===== src/rtl/sd_edge_detect_multi_pkg.sv =====
`default_nettype none
//==============================================================================
// Package     : sd_edge_pkg
// Description : Shared types and constants for the multi-channel SD edge
//               detector: edge-mode encoding, edge counter width and the
//               filter counter width helper.
// Config      : SD_EDGE_CNT_EN (optional per-channel edge counters) uses
//               EDGE_CNT_W from this package.
// Revision    : 1.0 - initial release
//==============================================================================
package sd_edge_pkg;

    typedef enum logic [1:0] {
        EDGE_RISE = 2'b00,
        EDGE_FALL = 2'b01,
        EDGE_BOTH = 2'b10,
        EDGE_NONE = 2'b11
    } edge_mode_t;

    localparam int EDGE_CNT_W = 16;

    // The filter counter only has to reach FILT_CYCLES-1, but is sized for
    // FILT_CYCLES so the width never collapses to zero.
    function automatic int filt_cnt_w(input int filt_cycles);
        return (filt_cycles < 1) ? 1 : $clog2(filt_cycles + 1);
    endfunction

    function automatic logic mode_has_rise(input edge_mode_t mode);
        return (mode == EDGE_RISE) || (mode == EDGE_BOTH);
    endfunction

    function automatic logic mode_has_fall(input edge_mode_t mode);
        return (mode == EDGE_FALL) || (mode == EDGE_BOTH);
    endfunction

endpackage
`default_nettype wire


===== src/rtl/sd_edge_detect_multi_if.sv =====
`default_nettype none
//==============================================================================
// Interface   : sd_edge_detect_multi_if
// Description : Bundle between the SD pad side / control logic (master) and
//               the multi-channel edge detector (slave).
// Signals     : en, edge_mode[1:0], async_in[NUM_CH]            master -> slave
//               level_out, rise_pulse, fall_pulse, edge_pulse   slave -> master
//               cnt_clr / edge_cnt[NUM_CH*16] only with SD_EDGE_CNT_EN
// Config      : SD_EDGE_CNT_EN adds cnt_clr and edge_cnt.
// Revision    : 1.0 - initial release
//==============================================================================
interface sd_edge_detect_multi_if #(
    parameter int NUM_CH = 4
);
    import sd_edge_pkg::*;

    logic              en;
    logic [1:0]        edge_mode;
    logic [NUM_CH-1:0] async_in;
    logic [NUM_CH-1:0] level_out;
    logic [NUM_CH-1:0] rise_pulse;
    logic [NUM_CH-1:0] fall_pulse;
    logic [NUM_CH-1:0] edge_pulse;
`ifdef SD_EDGE_CNT_EN
    logic                         cnt_clr;
    logic [NUM_CH*EDGE_CNT_W-1:0] edge_cnt;

    modport master (
        output en, edge_mode, async_in, cnt_clr,
        input  level_out, rise_pulse, fall_pulse, edge_pulse, edge_cnt
    );
    modport slave (
        input  en, edge_mode, async_in, cnt_clr,
        output level_out, rise_pulse, fall_pulse, edge_pulse, edge_cnt
    );
`else
    modport master (
        output en, edge_mode, async_in,
        input  level_out, rise_pulse, fall_pulse, edge_pulse
    );
    modport slave (
        input  en, edge_mode, async_in,
        output level_out, rise_pulse, fall_pulse, edge_pulse
    );
`endif

endinterface
`default_nettype wire


===== src/rtl/sd_edge_detect_multi_chan.sv =====
`default_nettype none
//==============================================================================
// Module      : sd_edge_chan
// Description : One channel of the SD edge detector: SYNC_STAGES-deep
//               synchroniser, persistence filter of FILT_CYCLES clocks and
//               registered rise / fall / mode-qualified edge strobes.
// Ports       : clk, n_rst (async, active-low)
//               i_en         detection enable (low: level tracks, no pulses)
//               i_edge_mode  00 rise, 01 fall, 10 both, 11 none
//               i_async      raw asynchronous input
//               o_level      filtered synchronised level
//               o_rise/o_fall/o_edge  single-cycle strobes
//               i_cnt_clr, o_edge_cnt  only with SD_EDGE_CNT_EN
// Config      : SD_EDGE_CNT_EN adds a saturating 16-bit edge_pulse counter.
// Revision    : 1.0 - initial release
//==============================================================================
module sd_edge_chan
    import sd_edge_pkg::*;
#(
    parameter int   SYNC_STAGES = 2,
    parameter int   FILT_CYCLES = 1,
    parameter logic RESET_LEVEL = 1'b1
) (
    input  wire        clk,
    input  wire        n_rst,
    input  wire        i_en,
    input  wire  [1:0] i_edge_mode,
    input  wire        i_async,
    output logic       o_level,
    output logic       o_rise,
    output logic       o_fall,
    output logic       o_edge
`ifdef SD_EDGE_CNT_EN
    ,
    input  wire                   i_cnt_clr,
    output logic [EDGE_CNT_W-1:0] o_edge_cnt
`endif
);

    localparam int               c_CNT_W    = filt_cnt_w(FILT_CYCLES);
    localparam logic [c_CNT_W-1:0] c_CNT_LAST = c_CNT_W'(FILT_CYCLES - 1);

    logic [SYNC_STAGES-1:0] r_sync;
    logic [c_CNT_W-1:0]     r_cnt;
    logic                   r_level;
    logic                   r_rise;
    logic                   r_fall;
    logic                   r_edge;

    edge_mode_t w_mode;
    logic       w_sync_q;
    logic       w_differs;
    logic       w_accept;
    logic       w_rise;
    logic       w_fall;
    logic       w_edge;

    assign w_mode    = edge_mode_t'(i_edge_mode);
    assign w_sync_q  = r_sync[SYNC_STAGES-1];
    assign w_differs = (w_sync_q != r_level);
    // The new level is accepted on the FILT_CYCLES-th consecutive clock it
    // differs from the held level; the strobe is registered on that edge.
    assign w_accept  = i_en && w_differs && (r_cnt == c_CNT_LAST);
    assign w_rise    = w_accept &&  w_sync_q;
    assign w_fall    = w_accept && !w_sync_q;
    assign w_edge    = (w_rise && mode_has_rise(w_mode)) ||
                       (w_fall && mode_has_fall(w_mode));

    // Synchroniser chain; bit 0 captures the pad, the top bit is sync_q.
    always_ff @(posedge clk or negedge n_rst) begin
        if (!n_rst) begin
            r_sync <= {SYNC_STAGES{RESET_LEVEL}};
        end else begin
            r_sync <= {r_sync[SYNC_STAGES-2:0], i_async};
        end
    end

    always_ff @(posedge clk or negedge n_rst) begin
        if (!n_rst) begin
            r_cnt   <= '0;
            r_level <= RESET_LEVEL;
            r_rise  <= 1'b0;
            r_fall  <= 1'b0;
            r_edge  <= 1'b0;
        end else begin
            r_rise <= w_rise;
            r_fall <= w_fall;
            r_edge <= w_edge;
            if (!i_en) begin
                // Disabled: follow the synchroniser directly so re-enabling
                // never sees a pending difference and cannot pulse.
                r_cnt   <= '0;
                r_level <= w_sync_q;
            end else if (!w_differs) begin
                r_cnt <= '0;
            end else if (w_accept) begin
                r_level <= w_sync_q;
                r_cnt   <= '0;
            end else begin
                r_cnt <= r_cnt + c_CNT_W'(1);
            end
        end
    end

    assign o_level = r_level;
    assign o_rise  = r_rise;
    assign o_fall  = r_fall;
    assign o_edge  = r_edge;

`ifdef SD_EDGE_CNT_EN
    logic [EDGE_CNT_W-1:0] r_edge_cnt;

    // Counts visible edge_pulse strobes; clear has priority over a
    // coincident strobe and the count sticks at all-ones.
    always_ff @(posedge clk or negedge n_rst) begin
        if (!n_rst) begin
            r_edge_cnt <= '0;
        end else if (i_cnt_clr) begin
            r_edge_cnt <= '0;
        end else if (r_edge && (r_edge_cnt != {EDGE_CNT_W{1'b1}})) begin
            r_edge_cnt <= r_edge_cnt + EDGE_CNT_W'(1);
        end
    end

    assign o_edge_cnt = r_edge_cnt;
`endif

endmodule
`default_nettype wire


===== src/rtl/sd_edge_detect_multi.sv =====
`default_nettype none
//==============================================================================
// Module      : sd_edge_detect_multi
// Description : NUM_CH independent synchroniser / glitch filter / edge
//               detector channels for SD-side asynchronous signals.
// Ports       : clk    system clock
//               n_rst  asynchronous reset, active-low
//               bus    sd_edge_detect_multi_if.slave (en, edge_mode,
//                      async_in in; level_out, rise/fall/edge_pulse out;
//                      cnt_clr / edge_cnt with SD_EDGE_CNT_EN)
// Config      : SD_EDGE_CNT_EN adds per-channel saturating edge counters.
// Revision    : 1.0 - initial release
//==============================================================================
module sd_edge_detect_multi
    import sd_edge_pkg::*;
#(
    parameter int   NUM_CH      = 4,
    parameter int   SYNC_STAGES = 2,
    parameter int   FILT_CYCLES = 1,
    parameter logic RESET_LEVEL = 1'b1
) (
    input wire                      clk,
    input wire                      n_rst,
    sd_edge_detect_multi_if.slave   bus
);

    for (genvar g = 0; g < NUM_CH; g++) begin : g_chan
        sd_edge_chan #(
            .SYNC_STAGES (SYNC_STAGES),
            .FILT_CYCLES (FILT_CYCLES),
            .RESET_LEVEL (RESET_LEVEL)
        ) u_chan (
            .clk         (clk),
            .n_rst       (n_rst),
            .i_en        (bus.en),
            .i_edge_mode (bus.edge_mode),
            .i_async     (bus.async_in[g]),
            .o_level     (bus.level_out[g]),
            .o_rise      (bus.rise_pulse[g]),
            .o_fall      (bus.fall_pulse[g]),
            .o_edge      (bus.edge_pulse[g])
`ifdef SD_EDGE_CNT_EN
            ,
            .i_cnt_clr   (bus.cnt_clr),
            .o_edge_cnt  (bus.edge_cnt[g*EDGE_CNT_W +: EDGE_CNT_W])
`endif
        );
    end

endmodule
`default_nettype wire


===== src/flat_wrapper.sv =====
// flat-port wrapper written by rule: the top's interface ports become plain ports
module sd_edge_detect_multi_flat import sd_edge_pkg::*;
#(
    parameter int   NUM_CH      = 4,
    parameter int   SYNC_STAGES = 2,
    parameter int   FILT_CYCLES = 1,
    parameter logic RESET_LEVEL = 1'b1
)
  (clk, n_rst, bus_en, bus_edge_mode, bus_async_in, bus_level_out, bus_rise_pulse, bus_fall_pulse, bus_edge_pulse);
  sd_edge_detect_multi_if #(.NUM_CH(NUM_CH)) bus_i ();
  input wire clk;
  input wire n_rst;
  input wire logic [$bits(bus_i.en)-1:0] bus_en;
  input wire logic [$bits(bus_i.edge_mode)-1:0] bus_edge_mode;
  input wire logic [$bits(bus_i.async_in)-1:0] bus_async_in;
  output wire logic [$bits(bus_i.level_out)-1:0] bus_level_out;
  output wire logic [$bits(bus_i.rise_pulse)-1:0] bus_rise_pulse;
  output wire logic [$bits(bus_i.fall_pulse)-1:0] bus_fall_pulse;
  output wire logic [$bits(bus_i.edge_pulse)-1:0] bus_edge_pulse;
  assign bus_i.en = bus_en;
  assign bus_i.edge_mode = bus_edge_mode;
  assign bus_i.async_in = bus_async_in;
  assign bus_level_out = bus_i.level_out;
  assign bus_rise_pulse = bus_i.rise_pulse;
  assign bus_fall_pulse = bus_i.fall_pulse;
  assign bus_edge_pulse = bus_i.edge_pulse;
  sd_edge_detect_multi #(.NUM_CH(NUM_CH), .SYNC_STAGES(SYNC_STAGES), .FILT_CYCLES(FILT_CYCLES), .RESET_LEVEL(RESET_LEVEL)) u_core (.clk(clk), .n_rst(n_rst), .bus(bus_i));
endmodule

===== config.mk =====
export PLATFORM = sky130hd
export DESIGN_NAME = sd_edge_detect_multi_flat
export DESIGN_NICKNAME = d
export VERILOG_FILES = /design/src/rtl/sd_edge_detect_multi_pkg.sv /design/src/rtl/sd_edge_detect_multi_if.sv /design/src/rtl/sd_edge_detect_multi_chan.sv /design/src/rtl/sd_edge_detect_multi.sv /design/src/flat_wrapper.sv
export SDC_FILE = /design/constraint.sdc
export NUM_CORES = 1
export LEC_CHECK = 0
export ABC_AREA = 1
export BUFFER_PORTS_ARGS = -buffer_cell sky130_fd_sc_hd__buf_2
export CAP_MARGIN = 10
export CORE_MARGIN = 10
export CORE_UTILIZATION = 55
export CTS_CLUSTER_DIAMETER = 40
export CTS_CLUSTER_SIZE = 28
export DETAILED_ROUTE_END_ITERATION = 8
export PLACE_DENSITY = 0.8
export SKIP_LAST_GASP = 1
export SLEW_MARGIN = 20
export SYNTH_ARGS = -nofsm -noshare
export SYNTH_HDL_FRONTEND = slang
export SYNTH_SLANG_ARGS = --single-unit

===== constraint.sdc =====
create_clock -name clk -period 1.6 [get_ports clk]
set_clock_uncertainty 0.1 [all_clocks]
set_input_delay 0.08 -clock clk [delete_from_list [all_inputs] [get_ports clk]]
set_output_delay 0.08 -clock clk [all_outputs]
set_load 0.01 [all_outputs]

==> results of run 1 <==
==> power breakdown <==
group          internal (mW)  switching [mW]  total (mW)  leakage [nW]
sequential             0.757          0.0262       0.783         0.338
combinational         0.0504          0.0803       0.131         0.349
clock                  0.253           0.193       0.446        0.0279
total                   1.06           0.299        1.36         0.714
==> worst max-delay path by stage <==
stage / startpoint / endpoint / slack [ns] / depth (start not counted)
floorplan: u_core.g_chan[0].u_chan.o_level / u_core.g_chan[0].u_chan.o_edge / 0.66 / 3
global placement: u_core.g_chan[2].u_chan.o_level / u_core.g_chan[2].u_chan.o_edge / 0.64 / 3
detailed placement: u_core.g_chan[0].u_chan.o_level / u_core.g_chan[0].u_chan.o_edge / 0.57 / 3
CTS: u_core.g_chan[2].u_chan.o_level / bus_level_out[2] / 0.34 / 1
global route: u_core.g_chan[0].u_chan.o_level / bus_level_out[0] / 0.30 / 1
finish: u_core.g_chan[0].u_chan.o_level / bus_level_out[0] / 0.36 / 1
==> per-stage QoR <==
step | setup slack [ns] | util (%) | hold WS, ns | total power [mW]
after detailed placement | 0.567 | 61.6 | 0.0143 | 0.918
final | 0.357 | 67.2 | 0.184 | 1.36
after CTS | 0.345 | 67.2 | 0.186 | 1.37
after global placement | 0.640 | 61.6 | 0.00196 | 0.909
after global routing | 0.299 | 67.2 | 0.208 | 1.43
after floorplan | 0.664 | - | -0.316 | 0.882
==> routing by layer <==
metal,up-vias,track usage (%)
met5,-,0
met2,19,16.7
li1,347,-
met1,323,8.96
met3,4,4.01
met4,0,3.14
==> synth_stat cells <==
| cell type | n | area (sq um) |
|---|---|---|
| buf_4 | 16 | 120 |
| dfrtp_1 | 16 | 400 |
| inv_1 | 16 | 60.1 |
| nand2_1 | 13 | 48.8 |
| dfstp_2 | 12 | 315 |
| nand4_1 | 8 | 50.1 |
| nor3_2 | 8 | 80.1 |
| inv_2 | 5 | 18.8 |
| nor2_4 | 4 | 45.0 |
| o21ai_0 | 4 | 20.0 |
| ha_1 | 2 | 25.0 |
| conb_1 | 1 | 3.75 |
==> registers in the layout, summed over array words and instances, names as in the netlist <==
name and flops:
u_core.g_chan.u_chan.o_edge 4, u_core.g_chan.u_chan.r_sync 8, u_core.g_chan.u_chan.r_cnt 4, u_core.g_chan.u_chan.o_fall 4, u_core.g_chan.u_chan.o_level 4, u_core.g_chan.u_chan.o_rise 4
==> logic make-up after synthesis <==
logic type,count (synthesis)
adder cells (fa/ha/maj),2
buffers and inverters,37
flip-flops,28
AND/OR/NAND/NOR,33
AO/OA/AOI/OAI,4
other,1
==> area by class of cell <==
type	count	area share, %
multi-input combinational	43	21.1
clock buffer	3	1.67
timing repair buffer	30	13.4
sequential	28	53.2
inverter	21	5.86
clock inverter	1	2.23
tap	27	2.51
==> what timing repair did <==
action | 4_1_cts | 5_1_grt
hold buffers | 6 | 0
endpoints found under the setup margin | 0 | 0
buffers inserted | 0 | 0
hold endpoints to repair | 21 | 0
==> results.yml, run 1 <==
setup_path:
  required_ns: 1.42
  rr_startpoint: "u_core.g_chan[3].u_chan.o_level"
  rrSetupSlack_ns: 0.55
  critPathCaptureType: "output pin"
  criticalPathCategory: "reg -> out"
  cp_num_buf_inv: 1
  worstSetupStartpointType: "register"
  crit_arrival_ns: 1.06
  slowest_delay_ns: 0.60
  crit_chain: "buf_2"
  crit_slowest_cell: "dfstp_2"
  reg2reg_depth: 2
  crit_fanout: 5
  timing.rr.end: "u_core.g_chan[3].u_chan.o_fall"
  cp_top_family: "flip-flops"
cells_and_area:
  instances_no_fill: 153
  fin_area_sq_um: 1350
  mostFrequentLayoutCells: "buf_2, inv_1, dfrtp_1, nand2_1, dfstp_2"
  regArea_sq_um: 716
  diodes: 0
  final_common_cell: "buf_2"
  fin_nets: 138
  drive_above_1_share_pct: 45.2
  multi_input_area_sq_um: 284
  syn2layout_area_growth_pct: 13.3
  fillers: 159
yosys:
  synth_area_sq_um: 1190
  synth-seq-area-share_pct: 60.3
  synth-seq-cells: 28
  avgSynthCellArea_sq_um: 11.3
  synthMuxAreaShare_pct: 0
  synth_top_family_by_area: "simple AND/OR/NAND/NOR gates"
  synth_warnings: 0
  synth_compound_area_share_pct: 1.69
  synth-adder-area-share_pct: 2.11
  yosys.area_share.simple_pct: 18.9
  synth_cells: 105
  ys_types: 12
  synth_xor_area_share_pct: 0
sta:
  max_slew_margin_pct: 61.6
  finalMaxSlewViolations: 0
  fin_crit_sh_pct: 77.7
  post-route-min-period_ns: 1.24
  worstMarginPinSlew_ns: 0.576
  rsz0062_at_grt: "no"
  hold_viol: 0
  fin_setup_tns_ns: 0
  setup_violations: 0
  fmax_mhz: 804
drt:
  drtIter0Drc: 3
  highest_layer: "met4"
  wl_met1_um: 697
  num_vias: 693
  ant_nets: 0
  met3_length_um: 150
  totalWireLength_mm: 1.84
  wl_per_cell_um: 12.1
  wl_met2_um: 973
  dr.pass1.iters: 2
  drc: 0
  routed_via_density: 4.53
clocking:
  clock_path_buffers: 2
  h-tree-depth: 1
  clock_latency_ns: 0.31
  clock-root-buffer: "clkbuf_4"
  cts_num_sinks: 28
  cts_tree: "built"
  cts_buffers: 3
  post_cts_resized: 0
  path_clk_slew_ns: 0.14
power_and_ir_drop:
  power.density_nw_per_um2: 1010
  p_leak_nw: 0.714
  irDropWorstVdd_v: 0.000799
grt:
  antenna_found_initial: 0
  grt_max_degree: 29
  grt_overflow: 0
  grt_first_pass_wirelength_mm: 3.19
  grt_pass1_vias: 717
  track_usage_pct: 9.17
min_path:
  min_path_type: "in -> async"
floorplan:
  core_sq_um: 2000
  die-width_um: 66.5
  rows: 16
  ios: 25
  start_util_pct: 59.3
  dieArea_sq_um: 4420
  die_h_um: 66.5
placed_design:
  dp.cells: 143
  numPortBuffers: 24
  place_area_sq_um: 1230
  dpl.hpwl_mm: 1.48
  place_congestion: 0.806
job:
  cap_violations: 0
run_status:
  outcome: "finished clean"
(Power assumes the default switching activity.)
==> run 2: changes to the inputs <==
CORE_UTILIZATION = 47   (was 55)
PLACE_DENSITY = 0.73   (was 0.8)
clock period = 1.08 ns   (was 1.6 ns; I/O delays follow)
==> results.yml, run 2 (synthesized netlist as in run 1, its figures left out) <==
cells_and_area:
  fin_area_sq_um: 1400
  instances_no_fill: 161
  fin_nets: 144
  utilization_pct: 57.2
  diodes: 0
  regMostFlops: "u_core.g_chan.u_chan.r_sync"
  largest_register_ffs: 8
  final_common_cell: "buf_2"
  mostFrequentLayoutCells: "buf_2, dfrtp_1, inv_1, nand2_1, dfstp_2"
  syn2layout_area_growth_pct: 18.2
  drive_above_1_share_pct: 48.1
clocking:
  clock-root-buffer: "clkbuf_4"
  path_clk_slew_ns: 0.13
  cts_num_sinks: 28
  cts_buffers: 3
  h-tree-depth: 1
  cts_tree: "built"
  clock_path_buffers: 2
  clock_latency_ns: 0.30
job:
  cap_violations: 0
setup_path:
  cp_num_buf_inv: 1
  crit_fanout: 2
  crit_arrival_ns: 0.97
  rr_startpoint: "u_core.g_chan[2].u_chan.o_level"
  required_ns: 0.93
  timing.rr.end: "u_core.g_chan[2].u_chan.o_edge"
  worstSetupStartpointType: "register"
  rrSetupSlack_ns: -0.02
  criticalPathCategory: "reg -> out"
  reg2reg_depth: 4
  crit_slowest_cell: "dfstp_2"
  cp_top_family: "flip-flops"
  critPathCaptureType: "output pin"
  slowest_delay_ns: 0.57
  crit_chain: "buf_6"
floorplan:
  core_sq_um: 2450
  rows: 18
  die-width_um: 70.3
  dieArea_sq_um: 4940
  die_h_um: 70.3
  start_util_pct: 48.4
  ios: 25
placed_design:
  dpl.hpwl_mm: 1.52
  place_area_sq_um: 1260
  dp.cells: 147
  numPortBuffers: 24
  pre_cts_ws_ns: 0.0764
  place_congestion: 0.749
sta:
  hold_viol: 0
  fmax_mhz: 887
  finalHoldWorstSlack_ns: 0.0651
  post-route-min-period_ns: 1.13
  fin_setup_tns_ns: -0.177
  setup_violations: 6
  layout_setup_ws_ns: -0.0469
  rsz0062_at_grt: "yes"
  fin_crit_sh_pct: 104
  finalMaxSlewViolations: 0
drt:
  dr.pass1.iters: 4
  met3_length_um: 116
  num_vias: 717
  wl_met2_mm: 1.09
  drtIter0Drc: 13
  drc: 0
  ant_nets: 0
  highest_layer: "met4"
  wl_per_cell_um: 12.2
  routed_via_density: 4.45
  wl_met1_um: 747
  totalWireLength_mm: 1.96
power_and_ir_drop:
  p_total_mw: 1.79
  power.density_nw_per_um2: 1280
  irDropWorstVdd_v: 0.000686
  p_leak_nw: 0.740
grt:
  grt_overflow: 0
  track_usage_pct: 8.42
  grt_max_degree: 16
  grt_pass1_vias: 804
  grt_first_pass_wirelength_mm: 3.48
  antenna_found_initial: 0
run_status:
  outcome: "finished, violations left"
  violations: "setup timing"
min_path:
  min_path_type: "in -> async"
[run 2: worst max path at each step]
| stage | to | cells after the start | start |
|---|---|---|---|
| after floorplan | u_core.g_chan[0].u_chan.o_edge | 3 | u_core.g_chan[0].u_chan.o_level |
| after global placement | u_core.g_chan[2].u_chan.o_edge | 3 | u_core.g_chan[2].u_chan.r_sync[1] |
| after detailed placement | u_core.g_chan[3].u_chan.o_edge | 3 | u_core.g_chan[3].u_chan.r_sync[1] |
| after CTS | bus_level_out[2] | 1 | u_core.g_chan[2].u_chan.o_level |
| after global routing | bus_level_out[0] | 1 | u_core.g_chan[0].u_chan.o_level |
| final | bus_level_out[2] | 1 | u_core.g_chan[2].u_chan.o_level |
[run 2: per-layer routing]
layer	GRT usage, %	vias up
li1	-	358
met1	8.00	340
met2	14.9	17
met3	2.82	2
met4	5.70	0
met5	0	-
[run 2: area by class of cell]
| class | instances | area, sq um |
|---|---|---|
| multi-input combinational | 43 | 284 |
| inverter | 21 | 81.3 |
| clock buffer | 3 | 22.5 |
| sequential | 28 | 716 |
| tap | 30 | 37.5 |
| timing repair buffer | 36 | 263 |
| fill | 196 | 1050 |
[run 2: report_power, final]
part	internal (mW)	total, mW	switching [mW]
clock network	0.130	0.385	0.255
registers	1.12	1.15	0.0299
logic	0.115	0.258	0.142
[run 2: repair_timing]
item | in CTS | in global routing
hold endpoints to repair | 33 | 0
hold buffers | 6 | 0
endpoints found under the setup margin | 4 | 14
gates resized for setup | 4 | 2
buffers inserted | 4 | 1
pin swaps | 0 | 2
[run 2: worst reg2reg max path, cell delays in order, from the launching register on]
cell and delay (ns):
dfstp_2 0.57, buf_4 0.13, inv_1 0.06, nand4_1 0.09, nand2_1 0.06
